==> src/rtl/rbus_pkg.sv <==
// Shared d2r ring types: control word, frame header layout and frame-length helpers.
package rbus_pkg;

  localparam int unsigned PAYLOAD_SHORT = 1;
  localparam int unsigned PAYLOAD_LONG  = 8;
  localparam int unsigned FRM_WORDS     = PAYLOAD_LONG + 1;

  typedef struct packed {
    logic       valid;
    logic [2:0] tag;
    logic [3:0] chan;
  } rbus_ctrl_t;

  typedef struct packed {
    logic        frm_used;
    logic        frm_len;
    logic [5:0]  dst;
    logic [7:0]  src;
    logic [47:0] info;
  } rbus_hdr_t;

  typedef union packed {
    logic [63:0] raw;
    rbus_hdr_t   header;
  } rbus_word_t;

  typedef enum logic [1:0] {
    ST_IDLE,
    ST_LOAD,
    ST_ARMED,
    ST_SEND
  } inj_state_t;

  // Number of payload words that follow a header with the given frm_len.
  function automatic logic [3:0] payload_len(input logic frm_len);
    return frm_len ? 4'(PAYLOAD_LONG) : 4'(PAYLOAD_SHORT);
  endfunction

endpackage

==> src/rtl/rsbus_frm_buf.sv <==
// Single-frame buffer: header at index 0, payload at 1..N, with write/read indices and full flag.
module rsbus_frm_buf
  import rbus_pkg::*;
(
  input  logic       clk,
  input  logic       rst,
  input  logic       hdr_we,
  input  logic       pay_we,
  input  rbus_word_t wr_data,
  input  logic       rd_start,
  input  logic       rd_inc,
  input  logic       clr_full,
  output rbus_word_t hdr,
  output rbus_word_t rd_data,
  output logic       wr_last,
  output logic       rd_last,
  output logic       full
);

  rbus_word_t mem [FRM_WORDS];
  logic [3:0] wr_idx;
  logic [3:0] rd_idx;
  logic [3:0] n;

  assign hdr     = mem[0];
  assign n       = payload_len(mem[0].header.frm_len);
  assign rd_data = mem[rd_idx];
  assign wr_last = (wr_idx == n);
  assign rd_last = (rd_idx == n);

  // NOTE: the storage array is deliberately left without reset; the full flag
  // and the FSM guarantee no word is read before it has been written.
  always_ff @(posedge clk) begin
    if (hdr_we)
      mem[0] <= wr_data;
    else if (pay_we)
      mem[wr_idx] <= wr_data;
  end

  always_ff @(posedge clk or posedge rst) begin
    if (rst) begin
      wr_idx <= 4'd1;
      rd_idx <= 4'd1;
      full   <= 1'b0;
    end else begin
      if (hdr_we) begin
        wr_idx <= 4'd1;
        full   <= 1'b0;
      end else if (pay_we) begin
        if (wr_last)
          full <= 1'b1;
        else
          wr_idx <= wr_idx + 4'd1;
      end else if (clr_full) begin
        full <= 1'b0;
      end

      if (rd_start)
        rd_idx <= 4'd1;
      else if (rd_inc && !rd_last)
        rd_idx <= rd_idx + 4'd1;
    end
  end

endmodule

==> src/rtl/rsbus_d2r_inject.sv <==
// d2r ring inserter: buffers one device frame and overwrites the next empty slot of matching length.
module rsbus_d2r_inject
  import rbus_pkg::*;
(
  input  logic       clk,
  input  logic       rst,
  input  logic       d2r_i_sof,
  input  rbus_ctrl_t d2r_i_ctrl,
  input  rbus_word_t d2r_i_bus,
  output logic       d2r_o_sof,
  output rbus_ctrl_t d2r_o_ctrl,
  output rbus_word_t d2r_o_bus,
  input  logic       dev_i_stb,
  input  logic       dev_i_sof,
  input  rbus_word_t dev_i_bus,
  output logic       dev_o_rdy,
  output logic       pkt_sent,
  output logic       inj_err,
  output logic [7:0] starve_cnt
);

  inj_state_t state;

  logic       hdr_we;
  logic       pay_we;
  logic       rd_start;
  logic       rd_inc;
  logic       clr_full;
  logic       wr_last;
  logic       rd_last;
  logic       full;
  logic       slot_match;
  rbus_word_t buf_hdr;
  rbus_word_t rd_data;
  rbus_word_t inject_hdr;

  rsbus_frm_buf u_frm_buf (
    .clk      (clk),
    .rst      (rst),
    .hdr_we   (hdr_we),
    .pay_we   (pay_we),
    .wr_data  (dev_i_bus),
    .rd_start (rd_start),
    .rd_inc   (rd_inc),
    .clr_full (clr_full),
    .hdr      (buf_hdr),
    .rd_data  (rd_data),
    .wr_last  (wr_last),
    .rd_last  (rd_last),
    .full     (full)
  );

  // NOTE: every signal gets a default at the top of the block so no path
  // leaves it unassigned and no latch is inferred.
  always_comb begin
    inject_hdr                 = buf_hdr;
    inject_hdr.header.frm_used = 1'b1;
    hdr_we     = dev_i_stb && dev_i_sof && (state == ST_IDLE || state == ST_LOAD);
    pay_we     = dev_i_stb && !dev_i_sof && (state == ST_LOAD);
    slot_match = d2r_i_sof && full && !d2r_i_bus.header.frm_used &&
                 (d2r_i_bus.header.frm_len == buf_hdr.header.frm_len);
    // An early sof in SEND is judged exactly as if the block were ARMED.
    rd_start   = slot_match && (state == ST_ARMED || state == ST_SEND);
    rd_inc     = (state == ST_SEND) && !d2r_i_sof;
    clr_full   = rd_inc && rd_last;
  end

  // NOTE: sequential state uses non-blocking assignments only, so later
  // overrides in the same cycle (e.g. ctrl.valid) read as plain priority.
  always_ff @(posedge clk or posedge rst) begin
    if (rst) begin
      state      <= ST_IDLE;
      d2r_o_sof  <= 1'b0;
      d2r_o_ctrl <= '0;
      d2r_o_bus  <= '0;
      dev_o_rdy  <= 1'b1;
      pkt_sent   <= 1'b0;
      inj_err    <= 1'b0;
      starve_cnt <= 8'd0;
    end else begin
      d2r_o_sof  <= d2r_i_sof;
      d2r_o_ctrl <= d2r_i_ctrl;
      d2r_o_bus  <= d2r_i_bus;
      pkt_sent   <= 1'b0;
      inj_err    <= 1'b0;

      case (state)
        ST_IDLE: begin
          if (hdr_we)
            state <= ST_LOAD;
        end
        ST_LOAD: begin
          if (pay_we && wr_last) begin
            state     <= ST_ARMED;
            dev_o_rdy <= 1'b0;
          end
        end
        ST_ARMED, ST_SEND: begin
          if (d2r_i_sof) begin
            if (state == ST_SEND)
              inj_err <= 1'b1;
            if (slot_match) begin
              d2r_o_bus        <= inject_hdr;
              d2r_o_ctrl.valid <= 1'b1;
              starve_cnt       <= 8'd0;
              state            <= ST_SEND;
            end else begin
              if (starve_cnt != 8'hFF)
                starve_cnt <= starve_cnt + 8'd1;
              state <= ST_ARMED;
            end
          end else if (state == ST_SEND) begin
            d2r_o_bus <= rd_data;
            if (rd_last) begin
              pkt_sent  <= 1'b1;
              dev_o_rdy <= 1'b1;
              state     <= ST_IDLE;
            end
          end
        end
        default: state <= ST_IDLE;
      endcase
    end
  end

endmodule

==> config.mk <==
export PLATFORM = sky130hd
export DESIGN_NAME = rsbus_d2r_inject
export DESIGN_NICKNAME = d
export VERILOG_FILES = /design/src/rtl/rbus_pkg.sv /design/src/rtl/rsbus_frm_buf.sv /design/src/rtl/rsbus_d2r_inject.sv
export SDC_FILE = /design/constraint.sdc
export NUM_CORES = 1
export LEC_CHECK = 0
export ABC_AREA = 1
export ABC_CLOCK_PERIOD_IN_PS = 15400
export CAP_MARGIN = 5
export CORE_MARGIN = 2
export CORE_UTILIZATION = 38
export DETAILED_ROUTE_END_ITERATION = 12
export RECOVER_POWER = 25
export SYNTH_ARGS = -nofsm -noshare
export SYNTH_HDL_FRONTEND = slang
export SYNTH_SLANG_ARGS = --single-unit
==> constraint.sdc <==
create_clock -name clk -period 15.4 [get_ports clk]
set_clock_uncertainty 0.2 [all_clocks]
set_input_delay 4.62 -clock clk [delete_from_list [all_inputs] [get_ports clk]]
set_output_delay 4.62 -clock clk [all_outputs]
set_load 0.01 [all_outputs]
==> results of run 1 <==
## cells by family (layout without fill, tap and decap cells)
| logic type | after synthesis | count (layout) | share of synthesized area |
|---|---|---|---|
| flops | 671 | 671 | 0.7022 |
| xor+xnor | 7 | 7 | 0.002188 |
| buf+inv | 284 | 513 | 0.04250 |
| simple gates | 1515 | 1515 | 0.2274 |
| fa+ha+maj | 3 | 3 | 0.001340 |
| other cells | 0 | 3 | 0 |
| compound gates | 135 | 135 | 0.02438 |
## worst max-delay path, cell delays in order
cell,delay (ns)
dlygate4sd3_1,0.66
nor2_4,0.14
buf_4,0.61
inv_2,0.49
nand2_1,1.01
nor2_1,0.10
nor2_1,0.14
a21oi_1,0.07
## final cells by class
| class | count | area [um2] | area share |
|---|---|---|---|
| sequential | 671 | 19690 | 0.5918 |
| multi-input combinational | 1660 | 7209 | 0.2167 |
| timing repair buffer | 254 | 2467 | 0.07415 |
| clock buffer | 89 | 1906 | 0.05727 |
| tap | 959 | 1200 | 0.03606 |
| inverter | 131 | 506.7 | 0.01523 |
| clock inverter | 39 | 284.0 | 0.008536 |
| antenna | 3 | 7.507 | 0.0002256 |
## report_power, final
part	switching [mW]	leakage (nW)	total, mW	internal, mW
Combinational	1.08	5.22	1.62	0.543
Sequential	0.168	6.38	2.30	2.14
Clock	0.686	1.08	1.62	0.929
Total	1.93	12.7	5.54	3.61
## layer usage
layer / part of all wire / vias up / wire length [um] / track usage
met3: 0.069 / 129 / 5311 / 0.03245
met4: 0.025 / 14 / 1923 / 0.06856
met2: 0.48 / 705 / 36980 / 0.3321
met5: 0.0012 / - / 92 / 0
li1: - / 9252 / - / -
met1: 0.42 / 9709 / 32680 / 0.2727
## state kept, by name (all words and copies together), names as in the netlist
register / count
u_frm_buf.mem: 576
d2r_o_bus: 64
d2r_o_ctrl: 8
starve_cnt: 8
u_frm_buf.rd_idx: 4
u_frm_buf.wr_idx: 4
state: 2
d2r_o_sof: 1
dev_o_rdy: 1
inj_err: 1
pkt_sent: 1
u_frm_buf.full: 1
## stage by stage
stage | worst slack (ns) | area, um2 | std cells | util
final | 7.807 | 33270 | 3806 | 0.4561
after global routing | 7.680 | 33270 | 3805 | 0.4560
after CTS | 7.935 | 33270 | 3803 | 0.4560
after detailed placement | 7.307 | 31080 | 3675 | 0.4259
after global placement | 7.405 | 31080 | 3675 | 0.4259
after floorplan | 3.400 | 28020 | 2615 | -
## placed cells by master, fill, tap and decap left out, types with 3 or more instances in the layout
master,Yosys,layout
clkdlybuf4s50_1,0,175
clkbuf_8,0,4
nor2_1,257,254
clkinv_1,1,16
inv_1,126,122
inv_6,0,3
o21ai_0,17,17
o21ai_1,7,7
nand3_1,507,507
nor3_2,0,5
inv_4,0,3
dfrtp_4,0,3
xor2_1,5,5
ha_1,3,3
dfrtp_1,92,89
edfxtp_1,576,576
dlygate4sd3_1,0,49
bufinv_16,0,3
nor2_4,1,4
clkbuf_16,0,72
buf_4,15,30
clkinv_2,0,13
nand2_1,737,737
clkbuf_1,63,13
diode_2,0,3
a21oi_1,108,108
inv_2,4,5
## worst max-delay path by stage
| stage | endpoint | startpoint | slack [ns] |
|---|---|---|---|
| final | d2r_o_bus[24] | d2r_i_sof | 7.81 |
| after global routing | d2r_o_bus[56] | d2r_i_sof | 7.68 |
| after detailed placement | d2r_o_bus[49] | d2r_i_sof | 7.31 |
| after global placement | d2r_o_bus[37] | d2r_i_sof | 7.41 |
| after CTS | d2r_o_bus[49] | d2r_i_sof | 7.94 |
| after floorplan | u_frm_buf.mem[8][0] | dev_i_sof | 3.40 |
==> out/results.ini, run 1 <==
[route]
dr.first_iter.drc_count=1742
wl_per_cell_um=20.23
viasPerCell=5.205
drtPass1Iterations=7
ant_nets=0
drc_errors=0
vias=19809
wl_um=76990

[setup_path]
timing.rr.end=u_frm_buf.mem[7][46]
cp.required_ns=15.68
r2r-start=state[1]
worstSetupPathType=in2reg
startpoint_type=primary input
cp.arrival_ns=7.88
cp_max_fo=45
cp-end-kind=flop
reg2reg_setup_slack_ns=11.72
reg2reg_depth=6

[sta]
hold_ws_ns=0.3114
worstMarginPinSlew_ns=1.206
setup_tns_ns=0
layout_min_cycle_time_ns=7.593
fmax_mhz=131.7
hold_viol_final=0
rsz0062_at_grt=false
setup_viol_count_final=0
drv_slew=0
min_period_over_period=0.4930
slew_headroom=0.1960

[synthesis]
yosysSeqAreaShare=0.7022
ys_top_cells_by_area=edfxtp_1 62%, nand2_1 9.9%, nand3_1 9.1%
synth.avg_cell_area_um2=10.72
yosysMostFrequentCell=nand2_1
synth_cell_types=30
syn_area_um2=28020
yosys.area.top_type=edfxtp_1
synth_fp_nets=2759
yosysTopAreaCellShare=0.6172
synth-edff-count=576
ys.flop_type=edfxtp_1
synth_seq_cells=671
synth_warnings=0
syn_inst=2615
synthTopCellsByCount=737 x nand2_1, 576 x edfxtp_1, 507 x nand3_1, 257 x nor2_1, 126 x inv_1
async_flop_share=0.1416

[cts]
post_cts_buffers=0
cts_hold_buf=0
clock_latency_ns=0.60
cts_buffer_depth=3
cts_buffers=70
cts-resized-gates=0
path_clk_slew_ns=0.06
cts_root_buf=clkbuf_16
htreeDepth=3
tritoncts=built
cts.sinks=671

[cells_and_area]
fill_cells=6557
area_growth_pct=18.73
fin_nets=2932
drive_gt1_frac=0.05591

[power_and_ir_drop]
vdd_ir_drop_max_mv=0.1255
p_leak_nw=12.68
fin_total_pwr_mw=5.538
power.density_nw_per_um2=166.4

[worst_hold_path]
hold_class=reg2reg
hold_path_startpoint=dev_o_rdy
holdPathEnd=dev_o_rdy
hold_depth=2

[die]
ios=225
start_util=0.3841
num_rows=99
die_width_um=275.6
dieHeight_um=275.6
die_area_um2=75940
core_region_area_um2=72960

[global_route]
grt_first_pass_wirelength_um=115100
grt_pass1_vias=19027
grt_max_degree=152
antenna_found_initial=17
grt_usage=0.2019
overflow=0

[outcome]
status=complete, no violations

[placed_design]
dp_hpwl_um=41960
place_congestion=0.7540
io_buffers=224

[job]
maxCapViolCount=0

(Power assumes the default switching activity.)
==> inputs of run 2 (changes only) <==
--- a/config.mk
+++ b/config.mk
@@ -6,7 +6,7 @@
 export NUM_CORES = 1
 export LEC_CHECK = 0
 export ABC_AREA = 1
-export ABC_CLOCK_PERIOD_IN_PS = 15400
+export ABC_CLOCK_PERIOD_IN_PS = 6500
 export CAP_MARGIN = 5
 export CORE_MARGIN = 2
 export CORE_UTILIZATION = 38
==> constraint.sdc (replaced) <==
create_clock -name clk -period 6.5 [get_ports clk]
set_clock_uncertainty 0.2 [all_clocks]
set_input_delay 1.95 -clock clk [delete_from_list [all_inputs] [get_ports clk]]
set_output_delay 1.95 -clock clk [all_outputs]
set_load 0.01 [all_outputs]
==> run 2 against run 1 <==
Effect of this change: the run now ends with max-capacitance violations, max-slew violations left; clock power is 140% higher; non-clock buffer count is 1 lower; die area stayed put; routed wire length is 0.47% lower; via count is 0.61% higher; global-route usage is 0.084 points lower; register-to-register slack worse by 8.8 ns; count of clock-buffer cells in the layout is 8 higher.
==> out/results.ini, run 2 (synthesized netlist as in run 1, its figures left out) <==
[sta]
layout_min_cycle_time_ns=4.389
rsz0062_at_grt=false
worstMarginPinSlew_ns=1.563
setup_viol_count_final=0
min_period_over_period=0.6753
drv_slew=31
setup_tns_ns=0
hold_viol_final=0
fmax_mhz=227.8
slew_headroom=-0.04781

[setup_path]
cp-end-kind=flop
path_cells=clkdlybuf4s50_1, inv_1, nand3_1, inv_1, nand2_1, nand2_1, nor3_4, buf_4
cp_max_fo=18
crit_path_max_incr_delay_ns=0.66
cp.arrival_ns=4.46
cp.required_ns=6.57
crit_path_top_delay_cell=nor3_4
startpoint_type=primary input
worstSetupPathType=in2reg

[global_route]
grt_max_degree=187
grt_usage=0.2010
overflow=0
antenna_found_initial=16
grt_first_pass_wirelength_um=115400
grt_pass1_vias=19514

[route]
drtPass1Iterations=6
viasPerCell=5.224
wl_per_cell_um=20.08
ant_nets=0
drc_errors=0
vias=19929
wl_um=76620
dr.first_iter.drc_count=1725

[cells_and_area]
drive_gt1_frac=0.05513
design_area_um2=33470
top_regs=u_frm_buf.mem: 576 flops, d2r_o_bus: 64 flops
top_register=u_frm_buf.mem
layout_common_cells=737 x nand2_1, 576 x edfxtp_1, 507 x nand3_1
fin_nets=2934
fill_cells=6488
largest_register_ff_count=576
final_util=0.4587
area_growth_pct=19.43
final_common_cell=nand2_1

[power_and_ir_drop]
power.density_nw_per_um2=395.0
fin_total_pwr_mw=13.22
switching_share=0.3476
p_switching_mw=4.595
p_comb_frac=0.297
power_frac_seq=0.407
vdd_ir_drop_max_mv=0.3201
p_int_mw=8.625
clkPwrFrac=0.296
p_leak_nw=12.71

[placed_design]
placed_area_um2=31200
io_buffers=224
place_congestion=0.8107
dp_hpwl_um=41060

[cts]
tritoncts=built
clock_latency_ns=0.61
htreeDepth=3
cts_root_buf=clkbuf_16
cts-resized-gates=0
cts.sinks=671
post_cts_buffers=0
cts_hold_buf=0
cts_buffer_depth=3
path_clk_slew_ns=0.05
cts_buffers=73

[outcome]
status=finished with violations
violations=max-capacitance violations, max-slew violations

[die]
start_util=0.3841
die_width_um=275.6
core_region_area_um2=72960
die_area_um2=75940
num_rows=99
ios=225
dieHeight_um=275.6

[worst_hold_path]
hold_class=reg2reg

[job]
maxCapViolCount=1

## run 2: changes by cell type in the layout (fill, tap and decap cells not counted), sizes merged
cell and change:
clkbuf +8, diode +5, inv -3, clkinv -2
clkinvlp +2, buf -1
## run 2: layout make-up
cell class | instances | area, um2 | share of cell area
clock buffers | 97 | 1958 | 0.05850
repair buffers | 253 | 2572 | 0.07686
inverters | 131 | 508.0 | 0.01518
clock inverters | 36 | 294.0 | 0.008785
diodes | 8 | 20.02 | 0.0005981
flip-flops and latches | 671 | 19690 | 0.5884
well taps | 959 | 1200 | 0.03585
multi-input cells | 1660 | 7224 | 0.2159
## run 2: final timing paths
| kind | slack [ns] | depth (start not counted) | to | startpoint |
|---|---|---|---|---|
| min | 0.30 | 2 | dev_o_rdy | dev_o_rdy |
| min reg2reg | 0.30 | 2 | dev_o_rdy | dev_o_rdy |
| min in group asynchronous | 1.95 | 2 | d2r_o_ctrl[1] | rst |
| max reg2reg | 2.89 | 8 | d2r_o_bus[42] | u_frm_buf.rd_idx[0] |
| max | 2.11 | 8 | u_frm_buf.mem[0][43] | dev_i_sof |
| max in group asynchronous | 2.89 | 3 | d2r_o_bus[17] | rst |
## run 2: through the flow
stage | hold slack, ns | setup WS [ns] | cells
final | 0.3012 | 2.111 | 3815
after global routing | 0.3079 | 2.000 | 3811
after CTS | 0.3045 | 2.174 | 3807
after detailed placement | 0.2943 | 1.538 | 3674
after global placement | 0.3009 | 1.618 | 3674
after floorplan | 0.2952 | -1.086 | 2615
## run 2: power by group through the flow
stage / clock [mW] / combinational [mW] / sequential (mW)
floorplan: 0 / 2.59 / 5.35
global placement: 0 / 3.85 / 5.46
detailed placement: 0 / 3.94 / 5.47
CTS: 3.99 / 3.96 / 5.38
global route: 4.17 / 4.36 / 5.42
finish: 3.92 / 3.92 / 5.38
## run 2: worst max-delay path: cells and delay by family
kind	cells	cell delay [ns]
simple gates	4	1.34
buf+inv	4	1.15
## run 2: metal layers
layer  vias to the layer above  share of wire  global-route usage
met4                        14          0.031             0.07610
met1                      9769           0.42              0.2694
met3                       154          0.079             0.03706
li1                       9262              -                   -
met2                       730           0.47              0.3259
met5                         -         0.0012                   0
==> inputs of run 3 (changes only) <==
--- a/config.mk
+++ b/config.mk
@@ -6,7 +6,7 @@
 export NUM_CORES = 1
 export LEC_CHECK = 0
 export ABC_AREA = 1
-export ABC_CLOCK_PERIOD_IN_PS = 6500
+export ABC_CLOCK_PERIOD_IN_PS = 4050
 export CAP_MARGIN = 5
 export CORE_MARGIN = 2
 export CORE_UTILIZATION = 38
==> constraint.sdc (replaced) <==
create_clock -name clk -period 4.05 [get_ports clk]
set_clock_uncertainty 0.2 [all_clocks]
set_input_delay 1.215 -clock clk [delete_from_list [all_inputs] [get_ports clk]]
set_output_delay 1.215 -clock clk [all_outputs]
set_load 0.01 [all_outputs]
==> run 3 against run 2 <==
Effect of this change: the flow still finishes with violations (max-capacitance violations, max-slew violations); sequential power increased by 58%; final cell count is 0.29% higher; sequential share of layout area is 0.72 points lower; combinational power increased by 65%; die area unchanged; critical path type unchanged; critical endpoint is now u_frm_buf.mem[5][42]; highest routed layer unchanged.
==> out/results.ini, run 3 (synthesized netlist as in run 1, its figures left out) <==
[placed_design]
io_buffers=224
placed_area_um2=31530
place_congestion=0.8011
dp_hpwl_um=43520
pre_cts_ws_ns=0.2382

[sta]
worstMarginPinSlew_ns=1.988
drv_slew=32
layout_min_cycle_time_ns=3.207
setup_viol_count_final=0
slew_headroom=-0.3326
fmax_mhz=311.8
rsz0062_at_grt=false
hold_viol_final=0
timing.final.ws_setup_ns=0.8429
setup_tns_ns=0
min_period_over_period=0.7919

[cts]
cts_hold_buf=0
post_cts_buffers=0
cts_buffer_depth=3
htreeDepth=3
tritoncts=built
clock_latency_ns=0.61
cts_buffers=73
cts_root_buf=clkbuf_16
cts.sinks=671
cts-resized-gates=0
path_clk_slew_ns=0.05

[die]
core_region_area_um2=72960
die_width_um=275.6
num_rows=99
dieHeight_um=275.6
ios=225
start_util=0.3841
die_area_um2=75940

[route]
wl_um=74770
vias=19788
drc_errors=0
drtPass1Iterations=5
ant_nets=0
wl_per_cell_um=19.54
dr.first_iter.drc_count=1865
viasPerCell=5.172

[setup_path]
path_cells=clkdlybuf4s50_1, inv_12, nand3_4, inv_4, nand3_1, nor3_4, buf_12
reg2reg_depth=8
crit_path_top_delay_cell=clkdlybuf4s50_1
cp_max_fo=64
startpoint_type=primary input
crit_path_max_incr_delay_ns=0.57
cp.required_ns=4.09
cp.arrival_ns=3.25
cp-end-kind=flop
worstSetupPathType=in2reg

[cells_and_area]
layout_common_cells=735 x nand2_1, 576 x edfxtp_1, 506 x nand3_1
fin_nets=2950
area_growth_pct=20.91
final_common_cell=nand2_1
top_register=u_frm_buf.mem
final_util=0.4644
drive_gt1_frac=0.06664
top_regs=u_frm_buf.mem: 576 flops, d2r_o_bus: 64 flops
largest_register_ff_count=576
design_area_um2=33890

[global_route]
antenna_found_initial=8
overflow=0
grt_pass1_vias=19185
grt_usage=0.1954
grt_first_pass_wirelength_um=113300
grt_max_degree=134

[worst_hold_path]
hold_class=reg2reg
hold_depth=2

[power_and_ir_drop]
p_comb_frac=0.301
p_leak_nw=12.92
power.density_nw_per_um2=634.0
switching_share=0.3448
fin_total_pwr_mw=21.48
vdd_ir_drop_max_mv=0.3814
power_frac_seq=0.397
p_switching_mw=7.407
p_int_mw=14.07
clkPwrFrac=0.303

[job]
maxCapViolCount=1

[outcome]
status=finished with violations
violations=max-capacitance violations, max-slew violations

==> run 3: changes by cell type in the layout (fill, tap and decap cells not counted), moves of 5 or more <==
cell      previous run  this run
clkbuf_1            21        15
buf_12               9        20
buf_4               20        25
clkinv_2            11        16
diode_2              8         1
==> run 3: cell type report <==
cell class,count,area (um2)
timing repair buffer,269,2830
fill,6457,39070
sequential,671,19690
clock inverter,41,376.6
clock buffer,94,1977
tap,959,1200
antenna,1,2.502
inverter,131,521.8
multi-input combinational,1660,7284
==> run 3: routing by layer <==
layer / GRT usage / up-vias / wire length [um]
li1: - / 9292 / -
met1: 0.2702 / 9692 / 32190
met2: 0.3128 / 688 / 35320
met3: 0.03932 / 110 / 5697
met4: 0.05690 / 6 / 1521
met5: 0 / - / 37
==> run 3: worst paths after layout <==
check	slack (ns)	end	start
max in group asynchronous	1.18	d2r_o_bus[42]	rst
hold / removal	0.31	dev_o_rdy	dev_o_rdy
setup reg to reg	1.17	u_frm_buf.rd_idx[0]	state[1]
setup / recovery	0.84	u_frm_buf.mem[5][42]	dev_i_sof
hold reg to reg	0.31	dev_o_rdy	dev_o_rdy
min in group asynchronous	1.39	d2r_o_bus[9]	rst
==> run 3: power by group through the flow <==
stage / Clock [mW] / Combinational (mW) / Sequential [mW]
after floorplan: 0 / 4.18 / 8.57
after global placement: 0 / 6.35 / 8.65
after detailed placement: 0 / 6.48 / 8.66
after CTS: 6.64 / 6.51 / 8.52
after global routing: 6.92 / 7.20 / 8.58
final: 6.50 / 6.46 / 8.52
==> run 3: critical path: cells and delay by family <==
family,cells,cell delay [ns]
and+or+nand+nor,3,0.75
buffers and inverters,4,1.24
==> run 3: stage by stage <==
stage                     std cells  hold slack (ns)
after global placement         3690           0.2994
after floorplan                2615           0.2952
after CTS                      3825           0.3140
final                          3826           0.3081
after global routing           3825           0.3371
after detailed placement       3690           0.3040
